## src/rtl/riscv_pkg.sv

```systemverilog
// riscv_pkg: types and defaults shared by the memory-side blocks.
package riscv_pkg;
   typedef enum logic [1:0] {IDLE, BUSY_I, BUSY_D} arb_state_t;
   localparam int STARVE_MAX_DEF = 4;
endpackage

```

## src/rtl/mem_arbiter.sv

```systemverilog
// mem_arbiter: shares one single-port memory between the fetch and data ports,
// favouring data accesses while bounding how long a pending fetch can wait.
module mem_arbiter
   import riscv_pkg::*;
#(
   parameter int DATA_WIDTH = 32,
   parameter int STARVE_MAX = STARVE_MAX_DEF
) (
   input  logic                  clk,
   input  logic                  rst,
   input  logic                  i_req,
   input  logic [DATA_WIDTH-1:0] i_addr,
   output logic                  i_ack,
   output logic [DATA_WIDTH-1:0] i_rdata,
   input  logic                  d_req,
   input  logic                  d_we,
   input  logic [DATA_WIDTH-1:0] d_addr,
   input  logic [DATA_WIDTH-1:0] d_wdata,
   input  logic [3:0]            d_be,
   output logic                  d_ack,
   output logic [DATA_WIDTH-1:0] d_rdata,
   output logic                  mem_req,
   output logic                  mem_we,
   output logic [DATA_WIDTH-1:0] mem_addr,
   output logic [DATA_WIDTH-1:0] mem_wdata,
   output logic [3:0]            mem_be,
   input  logic                  mem_ack,
   input  logic [DATA_WIDTH-1:0] mem_rdata
);
   localparam int CW = $clog2(STARVE_MAX + 1);
   localparam logic [CW-1:0] SMAX = CW'(STARVE_MAX);
   arb_state_t state, state_nx;
   logic [CW-1:0] starve_cnt, starve_nx;
   logic grant_i, grant_d;
   always_comb begin
      grant_i   = 1'b0;
      grant_d   = 1'b0;
      state_nx  = state;
      starve_nx = starve_cnt;
      if (state == IDLE) begin
         grant_i   = i_req && (!d_req || starve_cnt == SMAX);
         grant_d   = d_req && !grant_i;
         state_nx  = grant_i ? BUSY_I : grant_d ? BUSY_D : IDLE;
         starve_nx = (grant_i || !i_req) ? '0 : (starve_cnt == SMAX) ? starve_cnt : starve_cnt + CW'(1);
      end else if (mem_ack) begin
         state_nx = IDLE;
      end
   end
   always_ff @(posedge clk or posedge rst) begin
      if (rst) begin
         state      <= IDLE;
         starve_cnt <= '0;
         mem_we     <= 1'b0;
         mem_addr   <= '0;
         mem_wdata  <= '0;
         mem_be     <= '0;
      end else begin
         state      <= state_nx;
         starve_cnt <= starve_nx;
         if (grant_i) begin
            mem_we    <= 1'b0;
            mem_addr  <= i_addr;
            mem_wdata <= '0;
            mem_be    <= 4'hF;
         end else if (grant_d) begin
            mem_we    <= d_we;
            mem_addr  <= d_addr;
            mem_wdata <= d_wdata;
            mem_be    <= d_be;
         end
      end
   end
   // mem_req follows the registered state, so reset drops it without waiting for an edge
   assign mem_req = state != IDLE;
   assign i_ack   = state == BUSY_I && mem_ack;
   assign d_ack   = state == BUSY_D && mem_ack;
   assign i_rdata = i_ack ? mem_rdata : '0;
   assign d_rdata = d_ack ? mem_rdata : '0;
endmodule

```

## config.mk

```make
export PLATFORM = sky130hd
export DESIGN_NAME = mem_arbiter
export DESIGN_NICKNAME = d
export VERILOG_FILES = /design/src/rtl/riscv_pkg.sv /design/src/rtl/mem_arbiter.sv
export SDC_FILE = /design/constraint.sdc
export NUM_CORES = 1
export LEC_CHECK = 0
export ABC_AREA = 1
export CAP_MARGIN = 10
export CORE_MARGIN = 5
export CORE_UTILIZATION = 38
export CTS_CLUSTER_SIZE = 16
export DETAILED_ROUTE_END_ITERATION = 16
export HOLD_SLACK_MARGIN = 0.1
export PLACE_DENSITY = 0.86
export SLEW_MARGIN = 20
export SYNTH_ARGS = -nofsm -noshare
export SYNTH_HDL_FRONTEND = slang
export SYNTH_SLANG_ARGS = --single-unit
```

## constraint.sdc

```tcl
create_clock -name clk -period 4.3 [get_ports clk]
set_input_delay 1.075 -clock clk [delete_from_list [all_inputs] [get_ports clk]]
set_output_delay 1.075 -clock clk [all_outputs]
set_load 0.02 [all_outputs]
```

==> flow_metrics.py, run 1 <==
metrics = {
    "run_status": {
        "status": "complete, no violations",
    },
    "synthesis": {
        "yosysWarnings": 0,
        "async_flop_share_pct": 100,
        "synth_cell_types": 23,
        "syn_nets": 686,
        "syn_avg_cell_area_um2": 7.16,
        "syn-cell-area_um2": 3910,
        "yosysMostFrequentCell": "nand2_1",
        "synth_seq_cells": 74,
        "synth_enable_flop_cells": 0,
        "ys_top_cells_by_count": "nand2_1 (239), dfrtp_1 (74), nor2_1 (64)",
        "yosysTopAreaCell": "dfrtp_1",
        "ys_seq_area_share_pct": 47.4,
        "yosysTopAreaCellShare_pct": 47.4,
        "synthCells": 546,
        "synth_area_leaders": "dfrtp_1 (47%), nand2_1 (23%), nor2_1 (6.1%)",
        "synth_top_flop_cell": "dfrtp_1",
    },
    "floorplan": {
        "die-area_um2": 12400,
        "die_y_um": 111,
        "die_x_um": 111,
        "std_cell_rows": 37,
        "pin_count": 274,
        "start_util_pct": 38.4,
        "fp.coreArea_um2": 10200,
    },
    "critical_path": {
        "cp_top_family": "buffers and inverters",
        "cp.arrival_ps": 2940,
        "crit_fanout": 32,
        "critical_path.max_stage_delay_ps": 630,
        "cp.required_ps": 3220,
        "cp-end-kind": "output pin",
        "slowest_stage": "clkdlybuf4s50_1",
        "path_buf_inv": 4,
        "worst_path_most_repeated_cell": "clkdlybuf4s50_1",
        "critical_path_class": "input pin to output pin",
        "crit_chain": "clkdlybuf4s50_1 -> inv_1 -> nor3_2 -> inv_2 -> nor2_1 -> clkdlybuf4s50_1",
        "start_kind": "input pin",
    },
    "drt": {
        "dr_total_vias": 4509,
        "dr.first_iter.drc_count": 317,
        "wire_per_inst_um": 15.3,
        "dr.pass1.iters": 5,
        "drt.antenna.violating_nets": 0,
        "via_per_inst": 4.79,
        "drc": 0,
        "drt-total-wl_mm": 14.4,
    },
    "place": {
        "gp_congestion": 0.878,
        "place_hpwl_mm": 11.2,
        "dp_slack_ps": 281,
        "port_buffers": 273,
    },
    "grt": {
        "top_usage_layer": "met2",
        "grt_pass1_wl_mm": 22.6,
        "grt_pass1_vias": 4539,
        "track_usage_pct": 22.3,
        "antenna_found_initial": 0,
        "grtUsageMet3_pct": 4.67,
        "grt_overflow": 0,
        "grt_max_degree": 75,
        "grt.met2_usage_pct": 40.5,
        "grt_use_met1_pct": 24.7,
    },
    "cts": {
        "postCtsResizedCells": 0,
        "htreeDepth": 3,
        "postCtsSetupBuffers": 0,
        "root_buffer": "clkbuf_8",
        "clkSlewWorstSetupHoldPaths_ps": 90,
        "clk-insertion-delay-late_ps": 350,
        "cts.sinks": 74,
        "cts_made_buffers": 9,
        "postCtsHoldBufs": 0,
        "clockBufferDepth": 2,
        "cts_tree": "yes",
    },
    "power": {
        "cell_internal_pwr_uw": 1930,
        "p_leak_uw": 0.00336,
        "clkPwrFrac_pct": 17.5,
        "peakVddDrop_mv": 0.262,
        "pwr-share-seq_pct": 32.7,
        "power_density_nw_per_um2": 473,
        "power.share.combinational_pct": 49.8,
        "p_sw_uw": 1320,
        "switching_share_pct": 40.6,
    },
    "timing": {
        "maxSlewViolCount": 0,
        "final_hold_viol_count": 0,
        "tightest_slew_ps": 959,
        "finalClockSkew_ps": 17.0,
        "worst_slack_ps": 288,
        "relSlewSlack_pct": 36.0,
        "fin_tns_setup_ps": 0,
        "fin_crit_ps": 4010,
        "max_freq_mhz": 249,
        "final-setup-viol-count": 0,
        "finalCritPeriodShare_pct": 93.3,
        "rsz0062_at_grt": "no",
    },
    "hold_path": {
        "holdCritPathClass": "register to register",
    },
    "cells_and_area": {
        "nFillCells": 826,
        "drive_above_1_share_pct": 4.72,
        "nets": 940,
        "syn_to_final_growth_pct": 75.6,
        "utilization_pct": 67.4,
        "diodes": 0,
    },
    "job": {
        "cap_violations": 0,
    },
}
-- cell usage in the layout, fill, tap and decap left out, types with 4 or more instances in the layout --
cell	Yosys	final
clkdlybuf4s50_1	0	273
dfrtp_1	74	74
inv_2	6	7
o21ai_1	4	4
nand3_1	36	36
clkbuf_8	0	9
inv_1	39	38
nand2_1	239	239
buf_4	8	6
nor2_1	64	64
nand4_1	32	32
-- flip-flops by register name, summed over array words and instances (netlist names) --
signal      count
mem_be          4
mem_we          1
state           2
starve_cnt      3
mem_addr       32
mem_wdata      32
-- metrics by stage --
stage / power [uW] / hold WS, ps / instances / area (um^2)
after floorplan: 1890 / 487 / 546 / 3910
after global placement: 2660 / 453 / 925 / 6660
after detailed placement: 2700 / 457 / 925 / 6660
after CTS: 3280 / 479 / 941 / 6860
after global routing: 3440 / 496 / 941 / 6860
final: 3240 / 474 / 941 / 6860
-- cells by family (layout without fill, tap and decap cells) --
family                     count (synthesis)  count (layout)  synth area share (%)
xor gates and xnor gates                   1               1                 0.224
and+or+nand+nor                          379             379                  40.7
buffers and inverters                     81             340                  9.64
adders and majority gates                  2               2                 0.640
DFF                                       74              74                  47.4
AOI/OAI and AO/OA                          9               9                  1.38
-- routing by layer --
layer  part of all wire, %  routed length (um)
met4                   4.4                 633
met1                    38                5420
met5                     0                   0
met2                    52                7430
met3                   6.1                 869
-- worst reg2reg max path, stage by stage (launching register included) --
cell and delay (ps):
dfrtp_1 380, inv_1 70, ha_1 200, nand2_1 90
nand2_2 390, nand2_2 160, buf_4 350, nand2_1 280
o21ai_1 210, nand2_1 70
-- area by class of cell --
class	count	area (um^2)	area share [%]
Clock buffer	9	124	1.80
Sequential cell	74	1850	27.0
Tap cell	136	170	2.48
Timing Repair Buffer	279	2780	40.5
Clock inverter	7	82.6	1.20
Multi-Input combinational cell	391	1690	24.6
Inverter	45	169	2.46
-- final timing paths --
| kind | start | end | slack, ps | cells after the start |
|---|---|---|---|---|
| worst max register to register | starve_cnt[0] | mem_be[1] | 1990 | 9 |
| worst min-delay path | mem_wdata[5] | mem_wdata[5] | 470 | 2 |
| min in group asynchronous | rst | mem_addr[27] | 1330 | 3 |
| max in group asynchronous | rst | mem_addr[15] | 2360 | 3 |
| worst min register to register | mem_wdata[5] | mem_wdata[5] | 470 | 2 |
| worst max-delay path | mem_ack | d_rdata[7] | 290 | 6 |
-- power by group through the flow --
stage / Sequential [uW] / Clock (uW) / Combinational (uW)
final: 1060 / 569 / 1620
after global routing: 1090 / 612 / 1740
after CTS: 1060 / 585 / 1630
after detailed placement: 1070 / 0 / 1630
after global placement: 1060 / 0 / 1600
after floorplan: 1350 / 0 / 544
(Power assumes the default switching activity.)
==> inputs of run 2 (changes only) <==
--- a/config.mk
+++ b/config.mk
@@ -7,6 +7,7 @@
 export LEC_CHECK = 0
 export ABC_AREA = 1
 export CAP_MARGIN = 10
+export CORE_ASPECT_RATIO = 0.75
 export CORE_MARGIN = 5
 export CORE_UTILIZATION = 38
 export CTS_CLUSTER_SIZE = 16
==> flow_metrics.py, run 2 (synthesis results as in run 1) <==
metrics = {
    "cts": {
        "postCtsHoldBufs": 0,
        "postCtsResizedCells": 0,
        "clockBufferDepth": 2,
        "cts.sinks": 74,
        "htreeDepth": 3,
        "postCtsSetupBuffers": 0,
        "cts_tree": "yes",
        "clk-insertion-delay-late_ps": 320,
        "root_buffer": "clkbuf_16",
        "cts_made_buffers": 9,
        "clkSlewWorstSetupHoldPaths_ps": 60,
    },
    "power": {
        "p_leak_uw": 0.00342,
        "peakVddDrop_mv": 0.280,
        "power_density_nw_per_um2": 499,
    },
    "floorplan": {
        "die_x_um": 127,
        "std_cell_rows": 32,
        "start_util_pct": 38.4,
        "die-area_um2": 12400,
        "die_y_um": 97.8,
        "pin_count": 274,
        "fp.coreArea_um2": 10200,
    },
    "critical_path": {
        "cp-end-kind": "output pin",
        "cp.required_ps": 3220,
        "r2r-start": "starve_cnt[0]",
        "critical_path_class": "input pin to output pin",
        "reg2reg_depth": 9,
        "cp.arrival_ps": 2920,
        "rr_endpoint": "mem_be[3]",
        "reg2reg_slack_ps": 1930,
        "crit_fanout": 32,
        "start_kind": "input pin",
    },
    "place": {
        "gp_congestion": 0.918,
        "place_hpwl_mm": 11.5,
        "postPlaceCellArea_um2": 6660,
        "port_buffers": 273,
    },
    "drt": {
        "dr.first_iter.drc_count": 195,
        "drt-total-wl_mm": 14.8,
        "drt.antenna.violating_nets": 0,
        "wire_per_inst_um": 15.7,
        "dr.pass1.iters": 5,
        "drc": 0,
        "via_per_inst": 4.79,
        "dr_total_vias": 4516,
    },
    "hold_path": {
        "holdPathEnd": "mem_wdata[9]",
        "hold_depth": 2,
        "min_from": "mem_wdata[9]",
        "holdCritPathClass": "register to register",
    },
    "timing": {
        "relSlewSlack_pct": 41.2,
        "tightest_slew_ps": 880,
        "fin_crit_ps": 3990,
        "finalCritPeriodShare_pct": 92.9,
        "finalClockSkew_ps": 9.43,
        "final_hold_viol_count": 0,
        "max_freq_mhz": 250,
        "final-setup-viol-count": 0,
        "hold-worst-slack_ps": 472,
        "maxSlewViolCount": 0,
        "rsz0062_at_grt": "no",
        "fin_tns_setup_ps": 0,
    },
    "cells_and_area": {
        "register_area_um2": 1850,
        "syn_to_final_growth_pct": 78.9,
        "mostFrequentLayoutCells": "clkdlybuf4s50_1 (273), nand2_1 (239), dfrtp_1 (74), nor2_1 (64), inv_1 (38)",
        "drive_above_1_share_pct": 4.60,
        "nets": 940,
        "multiInputGateArea_um2": 1690,
        "stdcell_area_um2": 6990,
        "nFillCells": 804,
        "utilization_pct": 68.7,
        "mostFrequentLayoutCell": "clkdlybuf4s50_1",
        "largestRegisters": "mem_addr (32), mem_wdata (32), mem_be (4)",
    },
    "grt": {
        "track_usage_pct": 23.5,
        "grt_pass1_vias": 4582,
        "grt_max_degree": 63,
        "antenna_found_initial": 2,
        "grt_overflow": 0,
        "grt_pass1_wl_mm": 23.6,
    },
    "job": {
        "cap_violations": 0,
    },
    "run_status": {
        "status": "complete, no violations",
    },
}
==> run 2: changes by cell type in the layout (fill, tap and decap cells not counted), sizes merged <==
cell      before  now
clkinv         0    4
inv           49   45
clkbuf         9   10
bufinv         1    2
diode          0    2
clkinvlp       2    0
==> run 2: metrics by stage <==
| stage | total power [uW] | setup WS [ps] | cells |
|---|---|---|---|
| 2_1_floorplan | 1890 | 1120 | 546 |
| 3_3_place_gp | 2660 | 365 | 925 |
| 3_5_place_dp | 2700 | 304 | 925 |
| 4_1_cts | 3520 | 303 | 941 |
| 5_1_grt | 3690 | 156 | 943 |
| 6_report | 3490 | 307 | 943 |
==> run 2: worst max-delay path, stage by stage <==
cell and delay, ps:
clkdlybuf4s50_1 490, inv_1 80, nor3_2 220, inv_2 240
nor2_1 180, clkdlybuf4s50_1 620
==> run 2: power breakdown <==
group / switching, uW / total (uW) / internal, uW
logic: 898 / 1620 / 718
registers: 139 / 1070 / 932
clock network: 291 / 801 / 510
==> run 2: worst max path at each step <==
| stage | from | to | slack [ps] |
|---|---|---|---|
| after floorplan | mem_ack | d_rdata[10] | 1120 |
| after global placement | mem_ack | i_rdata[27] | 370 |
| after detailed placement | mem_ack | d_rdata[10] | 300 |
| after CTS | mem_ack | d_rdata[10] | 300 |
| after global routing | mem_ack | i_rdata[27] | 160 |
| final | mem_ack | d_rdata[25] | 310 |
==> run 2: routing by layer <==
layer  track usage [%]  wire [um]
met2              40.4       7550
met3              6.67       1110
met5                 0          0
met1              27.4       5670
met4              9.89        480
==> run 2: layout make-up <==
class,instances,share of cell area (%)
diodes,2,0.0716
well taps,136,2.43
multi-input cells,391,24.2
clock inverters,6,1.31
clock buffers,10,3.28
inverters,45,2.45
repair buffers,279,39.7
flip-flops and latches,74,26.5
